<file path="config.mk">
export PLATFORM = sky130hd
export DESIGN_NAME = btb_fetch_pc
export DESIGN_NICKNAME = d
export VERILOG_FILES = /design/src/rtl/btb_fetch_pc.sv
export SDC_FILE = /design/constraint.sdc
export NUM_CORES = 1
export LEC_CHECK = 0
export ABC_AREA = 1
export BUFFER_PORTS_ARGS = -buffer_cell sky130_fd_sc_hd__buf_2
export CORE_MARGIN = 10
export CORE_UTILIZATION = 45
export DETAILED_ROUTE_END_ITERATION = 16
export GPL_TIMING_DRIVEN = 0
export PLACE_DENSITY = 0.76
export SETUP_SLACK_MARGIN = 0.1
export SYNTH_ARGS = -nofsm -noshare
export SYNTH_HDL_FRONTEND = slang
export SYNTH_SLANG_ARGS = --single-unit
</file>
<file path="constraint.sdc">
create_clock -name clk -period 7.83 [get_ports clk]
set_clock_uncertainty 0.2 [all_clocks]
set_input_delay 0.3915 -clock clk [delete_from_list [all_inputs] [get_ports clk]]
set_output_delay 0.3915 -clock clk [all_outputs]
set_load 0.01 [all_outputs]
</file>
<file path="src/rtl/btb_fetch_pc.sv">
`default_nettype none
// ============================================================================
// Module   : btb_fetch_pc
// Purpose  : Fetch-side PC generator and prediction tracker around a branch
//            target buffer. It issues the fetch PC, which is also the BTB
//            lookup address, and uses the BTB hit/taken/target response to
//            choose the next PC. Every issued prediction is held in an
//            in-order in-flight queue and compared with the EX-stage outcome.
//            The block then drives the BTB update, the mispredict flag and
//            the pipeline flush/redirect.
// Revision : 1.0 - initial release
// ----------------------------------------------------------------------------
// Ports
//   clk           in   clock
//   rst           in   asynchronous active-low reset
//   fetch_ready   in   IF/ID can accept an instruction this cycle
//   btb_valid     in   BTB hit for PC
//   btb_target    in   BTB predicted target
//   btb_taken     in   BTB taken prediction
//   ex_valid      in   instruction retires from EX (program order)
//   ex_pc         in   PC of the retiring instruction
//   ex_is_branch  in   retiring instruction is a control transfer
//   ex_taken      in   resolved direction
//   ex_target     in   resolved target
//   PC            out  fetch PC / BTB lookup address
//   fetch_valid   out  PC is issued to IF this cycle
//   pred_taken_o  out  prediction sent with the fetched instruction
//   update        out  BTB write enable
//   updatePC      out  BTB update address
//   updateTarget  out  BTB update target
//   mispredicted  out  prediction was wrong
//   flush         out  kill younger instructions in IF/ID/EX
//   order_err     out  sticky retire-order / empty-queue error
// ============================================================================
module btb_fetch_pc #(
  parameter logic [31:0] RESET_PC = 32'h0000_0000,
  parameter int          DEPTH    = 4
) (
  input  logic        clk,
  input  logic        rst,
  input  logic        fetch_ready,
  input  logic        btb_valid,
  input  logic [31:0] btb_target,
  input  logic        btb_taken,
  input  logic        ex_valid,
  input  logic [31:0] ex_pc,
  input  logic        ex_is_branch,
  input  logic        ex_taken,
  input  logic [31:0] ex_target,
  output logic [31:0] PC,
  output logic        fetch_valid,
  output logic        pred_taken_o,
  output logic        update,
  output logic [31:0] updatePC,
  output logic [31:0] updateTarget,
  output logic        mispredicted,
  output logic        flush,
  output logic        order_err
);

  localparam int PW = (DEPTH > 1) ? $clog2(DEPTH) : 1;
  localparam int CW = PW + 1;
  localparam logic [CW-1:0] C_FULL = CW'(DEPTH);

  typedef enum logic [0:0] {
    ST_RUN    = 1'b0,
    ST_BUBBLE = 1'b1
  } state_t;

  state_t        r_state;
  state_t        w_state_nxt;
  logic [31:0]   r_pc;
  logic [31:0]   w_pc_nxt;
  logic [PW-1:0] r_head;
  logic [PW-1:0] r_tail;
  logic [CW-1:0] r_count;
  logic [CW-1:0] w_count_nxt;
  logic          r_order_err;

  logic [31:0]   r_q_pc   [DEPTH];
  logic          r_q_pred [DEPTH];
  logic [31:0]   r_q_tgt  [DEPTH];

  logic          w_empty;
  logic          w_full;
  logic          w_pred;
  logic          w_push;
  logic          w_pop;
  logic          w_mis;
  logic          w_upd;
  logic          w_head_pred;
  logic [31:0]   w_head_pc;
  logic [31:0]   w_head_tgt;
  logic [31:0]   w_redirect;
  logic          w_order_bad;

  assign w_empty     = (r_count == '0);
  assign w_full      = (r_count == C_FULL);
  assign w_head_pc   = r_q_pc[r_head];
  assign w_head_pred = r_q_pred[r_head];
  assign w_head_tgt  = r_q_tgt[r_head];

  // Combinational outputs are qualified with rst so they read 0 while reset
  // is held, regardless of what the fetch/EX inputs are doing.
  assign w_pred = rst & btb_valid & btb_taken;
  assign w_pop  = rst & ex_valid & ~w_empty;
  assign w_upd  = w_pop & ex_is_branch;

  // A non-branch that was predicted taken was fetched down a bogus path and
  // must be redirected to its fall-through address.
  always_comb begin
    w_mis = 1'b0;
    if (w_pop) begin
      if (ex_is_branch)
        w_mis = (w_head_pred != ex_taken) |
                (ex_taken & (w_head_tgt != ex_target));
      else
        w_mis = w_head_pred;
    end
  end

  // Full is the registered occupancy, so a pop in the same cycle does not
  // open a slot for a push until the next cycle.
  assign w_push = rst & (r_state == ST_RUN) & fetch_ready & ~w_full & ~w_mis;

  assign w_redirect  = (ex_taken & ex_is_branch) ? ex_target : (ex_pc + 32'd4);
  assign w_order_bad = rst & ex_valid & (w_empty | (ex_pc != w_head_pc));

  assign PC           = r_pc;
  assign fetch_valid  = w_push;
  assign pred_taken_o = w_pred;
  assign update       = w_upd;
  assign updatePC     = w_upd ? ex_pc : 32'h0;
  assign updateTarget = w_upd ? ex_target : 32'h0;
  assign mispredicted = w_mis;
  assign flush        = w_mis;
  assign order_err    = r_order_err;

  always_comb begin
    w_state_nxt = r_state;
    case (r_state)
      ST_RUN:    if (w_mis) w_state_nxt = ST_BUBBLE;
      ST_BUBBLE: w_state_nxt = ST_RUN;
      default:   w_state_nxt = ST_RUN;
    endcase
  end

  always_comb begin
    w_pc_nxt = r_pc;
    if (w_mis)
      w_pc_nxt = w_redirect;
    else if (w_push)
      w_pc_nxt = w_pred ? btb_target : (r_pc + 32'd4);
  end

  always_comb begin
    w_count_nxt = r_count;
    case ({w_push, w_pop})
      2'b10:   w_count_nxt = r_count + CW'(1);
      2'b01:   w_count_nxt = r_count - CW'(1);
      default: w_count_nxt = r_count;
    endcase
  end

  always_ff @(posedge clk or negedge rst) begin
    if (!rst) begin
      r_state     <= ST_RUN;
      r_pc        <= RESET_PC;
      r_head      <= '0;
      r_tail      <= '0;
      r_count     <= '0;
      r_order_err <= 1'b0;
    end else begin
      r_state <= w_state_nxt;
      r_pc    <= w_pc_nxt;
      if (w_order_bad)
        r_order_err <= 1'b1;
      if (w_mis) begin
        r_head  <= '0;
        r_tail  <= '0;
        r_count <= '0;
      end else begin
        if (w_push) r_tail <= r_tail + PW'(1);
        if (w_pop)  r_head <= r_head + PW'(1);
        r_count <= w_count_nxt;
      end
    end
  end

  // Entry storage needs no reset: it is only read while the count says the
  // entry is occupied.
  always_ff @(posedge clk) begin
    if (w_push) begin
      r_q_pc[r_tail]   <= r_pc;
      r_q_pred[r_tail] <= w_pred;
      r_q_tgt[r_tail]  <= btb_target;
    end
  end

endmodule
`default_nettype wire

</file>
; ---- Word-level counts from Yosys, hierarchy flattened
; Memories as Yosys holds them, arrays and structs flattened.
; Cells that the tools add are included.
[classes]
n_mux = 18
bitwise_logic = 18
eq_ne = 6
n_reduce_logical = 4
addsub = 6
[op_table]
columns = cell, n
row1 = 2-to-1 mux 32 bit, 6
row2 = adder 32 x 3 -> 32 bit (second input constant), 2
row3 = != test 32 bit, 2
row4 = bitwise AND 1 bit, 12
row5 = 2-to-1 mux 2 bit, 4
row6 = one-hot mux 3 bit (2 select lines), 1
row7 = 2-to-1 mux 1 bit, 5
row8 = adder 2 x 1 -> 2 bit (second input constant), 2
row9 = inverter 1 bit, 4
row10 = nonzero test 2 bit, 2
row11 = adder 3 x 1 -> 3 bit (second input constant), 1
row12 = == test 3 bit (second input constant), 1
row13 = logical NOT 3 bit, 1
row14 = 2-to-1 mux 3 bit, 1
row15 = nonzero test 3 bit, 1
row16 = subtractor 3 x 1 -> 3 bit (second input constant), 1
row17 = == test 2 x 1 -> 1 bit (second input constant), 1
row18 = == test 2 bit (second input constant), 1
row19 = bitwise OR 1 bit, 2
row20 = one-hot mux 1 bit (2 select lines), 1
row21 = != test 1 bit, 1
[totals]
input_bits = 104
wordCells = 61
out_inout_bits = 102
ram_bits = 260
reg_bits = 41
mem_count = 3
[mem_list]
columns = memory, words, word_bits, read_ports, rd_clocked_by_memory_dff, write_ports, line_no
row1 = r_q_pc, 4, 32, 1, 0, 1, 80  ; logic [31:0] r_q_pc [DEPTH];
row2 = r_q_tgt, 4, 32, 1, 0, 1, 82  ; logic [31:0] r_q_tgt [DEPTH];
row3 = r_q_pred, 4, 1, 1, 0, 1, 81  ; logic r_q_pred [DEPTH];

; ---- Logic depth before layout (Yosys ltp)
; An unclocked memory read counts as a cell.
[logic_depth]
word_depth = 11
ltp_mapped = 23
ltp_nobuf = 21

; ---- Worst setup path before layout
; Ideal clock, no wire load.
[synth_timing]
kind = register to register
from = register r_head[0]
to = memory r_q_pc[0][0] (enable)
path_slack_ns = 2.510
setup_time_ns = 0.489
synth_period_minus_slack_ns = 5.320
t_arrival_ns = 4.631
t_required_ns = 7.141
n_path_buf = 4
stages_incl_launch_ff = 16
cell_sequence = dfrtp_1 buf_4 inv_2 buf_6 buf_6 nor2_1 o21ai_1 nand2_1 nor2_1 nand2_1 nor2_1 nand3_1 o21bai_4 nand2_2 clkbuf_1 nor2_1
[synth_via]
elab_chain_cells = 10
elab_cells_between_ends = 12
cone_classes = 2 x eq/ne / 4 x mux / 4 x bitwise / 2 x memory
[synth_lines]
columns = item, line_no
row1 = "start, declared", 74  ; logic [PW-1:0] r_head;
row2 = "start signal, assigned", 184  ; if (w_pop) r_head <= r_head + PW'(1);
row3 = memory (4 x 32 bit), --
row4 = != test 32 bit, 116  ; (ex_taken & (w_head_tgt != ex_target));
row5 = bitwise AND 1 bit, 116
row6 = bitwise OR 1 bit, 115  ; w_mis = (w_head_pred != ex_taken) |
row7 = 2-to-1 mux 1 bit *, 114  ; if (ex_is_branch)
row8 = 2-to-1 mux 1 bit *, 113  ; if (w_pop) begin
row9 = inverter 1 bit *, 124  ; assign w_push = rst & (r_state == ST_RUN) & fetch_ready & ~w_full & ~w_mis;
row10 = bitwise AND 1 bit *, 124
row11 = 2-to-1 mux 1 bit *, 193  ; if (w_push) begin
row12 = 2-to-1 mux 1 bit (implied by the code) *, 194  ; r_q_pc[r_tail] <= r_pc;
row13 = "end, declared", 80
; Every way passes the cells marked *; elsewhere a longest branch is shown, timed or not.

; ---- Worst setup path in the final report
[layout_timing]
from = input rst
to = output updateTarget[12]
[layout_via]
elab_chain_cells = 4
[layout_lines]
columns = item, line_no
row1 = "start, declared", 40  ; input logic rst,
row2 = bitwise AND 1 bit (2 in series), 106  ; assign w_pop = rst & ex_valid & ~w_empty;
row3 = bitwise AND 1 bit, 107  ; assign w_upd = w_pop & ex_is_branch;
row4 = 2-to-1 mux 32 bit, 134  ; assign updateTarget = w_upd ? ex_target : 32'h0;
row5 = "end, declared", 55  ; output logic [31:0] updateTarget,
; No other way between the ends.

==> results by group <==
Outcome
  • Status: finished, final reports clean

STA
  • Final Hold Vio Count: 0
  • Crit share post-route: 0.650
  • RSZ-0062 raised after global routing: false
  • Hold Slack: 0.0491 ns
  • Fmax: 196 MHz
  • Setup violators final: 0
  • Slew Viols, Final: 0
  • Setup tns final: 0 ns
  • Max_slew headroom: 0.239
  • Worst slew pin tran: 1.14 ns
  • Final min period: 5.09 ns

Worst setup path
  • Worst EP required: 7.24 ns
  • Critical Path Sink: updateTarget[12]
  • Crit path launch type: primary input
  • CP Class: in -> out
  • Worst flop-to-flop path startpoint: r_head[1]
  • CP arrival: 4.50 ns
  • CP max FO: 44
  • Crit path buf inv count: 5
  • R2r endpoint: r_q_tgt[0][31]
  • CP startpoint: rst
  • Critical path depth: 9
  • CP cell instances: dlygate4sd3_1, buf_2, nand2_1, nor2_1, nand2_1, clkbuf_1, clkbuf_1, nor2_1, buf_2
  • Worst Reg-to-Reg Cells: 15
  • CP max stage cell: nor2_1
  • Reg-to-reg slack, setup: 3.08 ns
  • CP peak stage delay: 0.88 ns
  • Delay-heaviest family, CP: buffers and inverters
  • CP Capture Type: output port

Synth
  • Mean Syn Cell Area: 9.54 um^2
  • Syn Nets: 1,662
  • Seq/Total Area, Yosys: 0.597
  • Post-synth top area cell: edfxtp_1
  • Syn Std Cell Area: 0.0148 mm^2
  • Top cells by count, synth: nand2_1 (387), edfxtp_1 (260), nor2_1 (207), nand3_1 (133), inv_1 (101)
  • Most common cell in the netlist: nand2_1
  • Post-Synthesis Cells: 1,551
  • Post-synth cell types: 44
  • Area contributors post-synth: edfxtp_1 (53%), nand2_1 (9.8%), dfrtp_1 (6.9%)
  • EDFF count, synth: 260
  • Post-synthesis register bit count: 301
  • Synth Flop Type: edfxtp_1
  • Yosys top cell area share: 0.528
  • Syn. warnings: 0
  • Post-synth ARST share: 0.136

Global routing
  • Initial antenna violation count: 2
  • First-pass GRT wire length: 79.5 mm
  • Total track usage: 0.254
  • Largest net degree at the start of global routing: 45
  • Total gr overflow: 0
  • Number of global-route vias before repair: 12,700

Power and ir drop
  • Combinational Power Share: 0.349
  • Leak Pwr: 0.00758 uW
  • Clk network pwr share: 0.259
  • VDD IR max: 0.000151 V
  • Sw Pwr: 2310 uW
  • Switch share: 0.385
  • PwrDens: 333 mW/mm^2
  • Reg power frac: 0.392
  • Internal: 3690 uW

Route
  • Routed len/inst: 23.2 um
  • WL final: 53.5 mm
  • DRC: 0
  • Post-DRT Antenna Nets: 0
  • Initial DRC count: 1,895
  • Vias/cell: 5.70
  • Detailed-route via count: 13,100
  • DR pass1 iterations: 5

Clock network
  • H-tree depth: 1
  • Post-CTS Repair Setup Buffers: 0
  • Clk sink count: 301
  • Num CTS Buffers: 31
  • Max clock buf depth: 3
  • CTS Root Cell: clkbuf_16
  • Worst-Skew Late Latency: 0.55 ns
  • Worst-path clk slew: 0.06 ns
  • TritonCTS clock tree: yes
  • Cts repair resizes: 0

Die
  • Die height: 201 um
  • Die W: 201 um
  • Core ar.: 0.0325 mm^2
  • Initial Utilization: 0.456
  • Die Area: 0.0405 mm^2
  • Row Count: 66
  • IO Count: 206

Finish
  • Finished Layout Cells: 2,303
  • Net count, final: 1,947
  • P&R area growth vs syn: 21.9%
  • Layout cells sized above 1: 0.170
  • Utilization after layout: 0.556
  • Post-route cell area: 0.0180 mm^2

Placed design
  • Dpl cells: 2,206
  • Placer congestion estimate: 0.977
  • Post-place instance area: 0.0166 mm^2
  • Port buffer count: 205
  • Hpwl dp: 39.4 mm

Run
  • Number of max-cap violations: 0

Worst hold path
  • Hold Path Class: in -> reg
==> layout make-up <==
cell class	count	area, um^2
plain buffers	70	355
clock inverters	12	195
multi-input cells	1071	5230
clock buffers	45	878
fillers	2838	14400
well taps	442	553
flip-flops and latches	301	8830
inverters	109	410
repair buffers	252	1580
diodes	1	2.50
==> registers in the layout (all words and copies together), names as in the netlist <==
signal     cells
r_q_pc       128
r_q_pred       4
r_tail         2
r_state        1
order_err      1
r_head         2
r_q_tgt      128
PC            32
r_count        3
==> power groups by stage <==
stage	sequential [uW]	clock [uW]	combinational [uW]
after floorplan	2310	0	1250
after global placement	2390	0	1940
after detailed placement	2380	0	2030
after CTS	2340	1560	2060
after global routing	2380	1630	2290
final	2350	1560	2100
==> worst min path at each step <==
stage	from	end	slack [ns]	cells after the start
6_report	ex_target[0]	PC[0]	0.05	5
5_1_grt	ex_target[8]	PC[8]	0.07	3
4_1_cts	ex_target[0]	PC[0]	0.04	5
3_5_place_dp	r_state	r_state	0.23	1
3_3_place_gp	r_state	r_state	0.22	1
2_1_floorplan	rst	PC[0]	-0.10	0
==> metal layers <==
layer / global-route usage / part of all wire / vias to the layer above
met2: 0.407 / 0.46 / 853
met4: 0.0929 / 0.039 / 2
met3: 0.0596 / 0.11 / 143
met1: 0.331 / 0.39 / 6272
li1: - / - / 5859
met5: 0 / 0.00024 / -
==> placed cells by master (no fill, tap or decap), types with 6 or more instances in the layout <==
cell	Yosys	routed
a21oi_1	31	31
buf_12	0	7
buf_2	26	231
buf_6	6	6
clkbuf_1	32	41
clkbuf_16	0	31
dfrtp_1	41	41
dlygate4sd3_1	0	39
edfxtp_1	260	260
ha_1	6	6
inv_1	101	101
nand2_1	387	387
nand3_1	133	133
nand4_1	8	8
nor2_1	207	203
nor3_1	25	25
o211ai_1	16	16
o21ai_0	100	100
o21ai_1	14	14
o221ai_1	8	8
o22a_1	11	11
o22ai_1	16	16
or2_2	6	6
xnor2_1	8	8
xor2_1	63	63
==> stage by stage <==
stage	setup slack [ns]	power, uW
floorplan	2.51	3560
global placement	-0.655	4320
detailed placement	3.16	4400
CTS	2.83	5960
global route	2.58	6290
finish	2.74	6010
==> cells by family (layout without fill, tap and decap cells) <==
family | count (synthesis) | in the layout | share of synthesized area
other cells | 0 | 1 | 0
compound gates | 209 | 209 | 0.0834
xor+xnor | 71 | 71 | 0.0420
buf+inv | 179 | 488 | 0.0517
fa+ha+maj | 7 | 7 | 0.00642
flops | 301 | 301 | 0.597
mux | 4 | 4 | 0.00271
simple gates | 780 | 780 | 0.217
==> worst reg2reg max path: cells and delay by family (launching register included) <==
kind	cells	cell delay, ns
and+or+nand+nor	8	1.60
AOI/OAI and AO/OA	2	0.52
buffers and inverters	5	1.74
DFF	1	0.36
==> timing repair <==
action / 4_1_cts / 5_1_grt
setup endpoints to repair: 0 / 0
hold buffers: 39 / 0
endpoints found under the hold margin: 177 / 0
No activity file was read; power rests on OpenSTA's default activity.
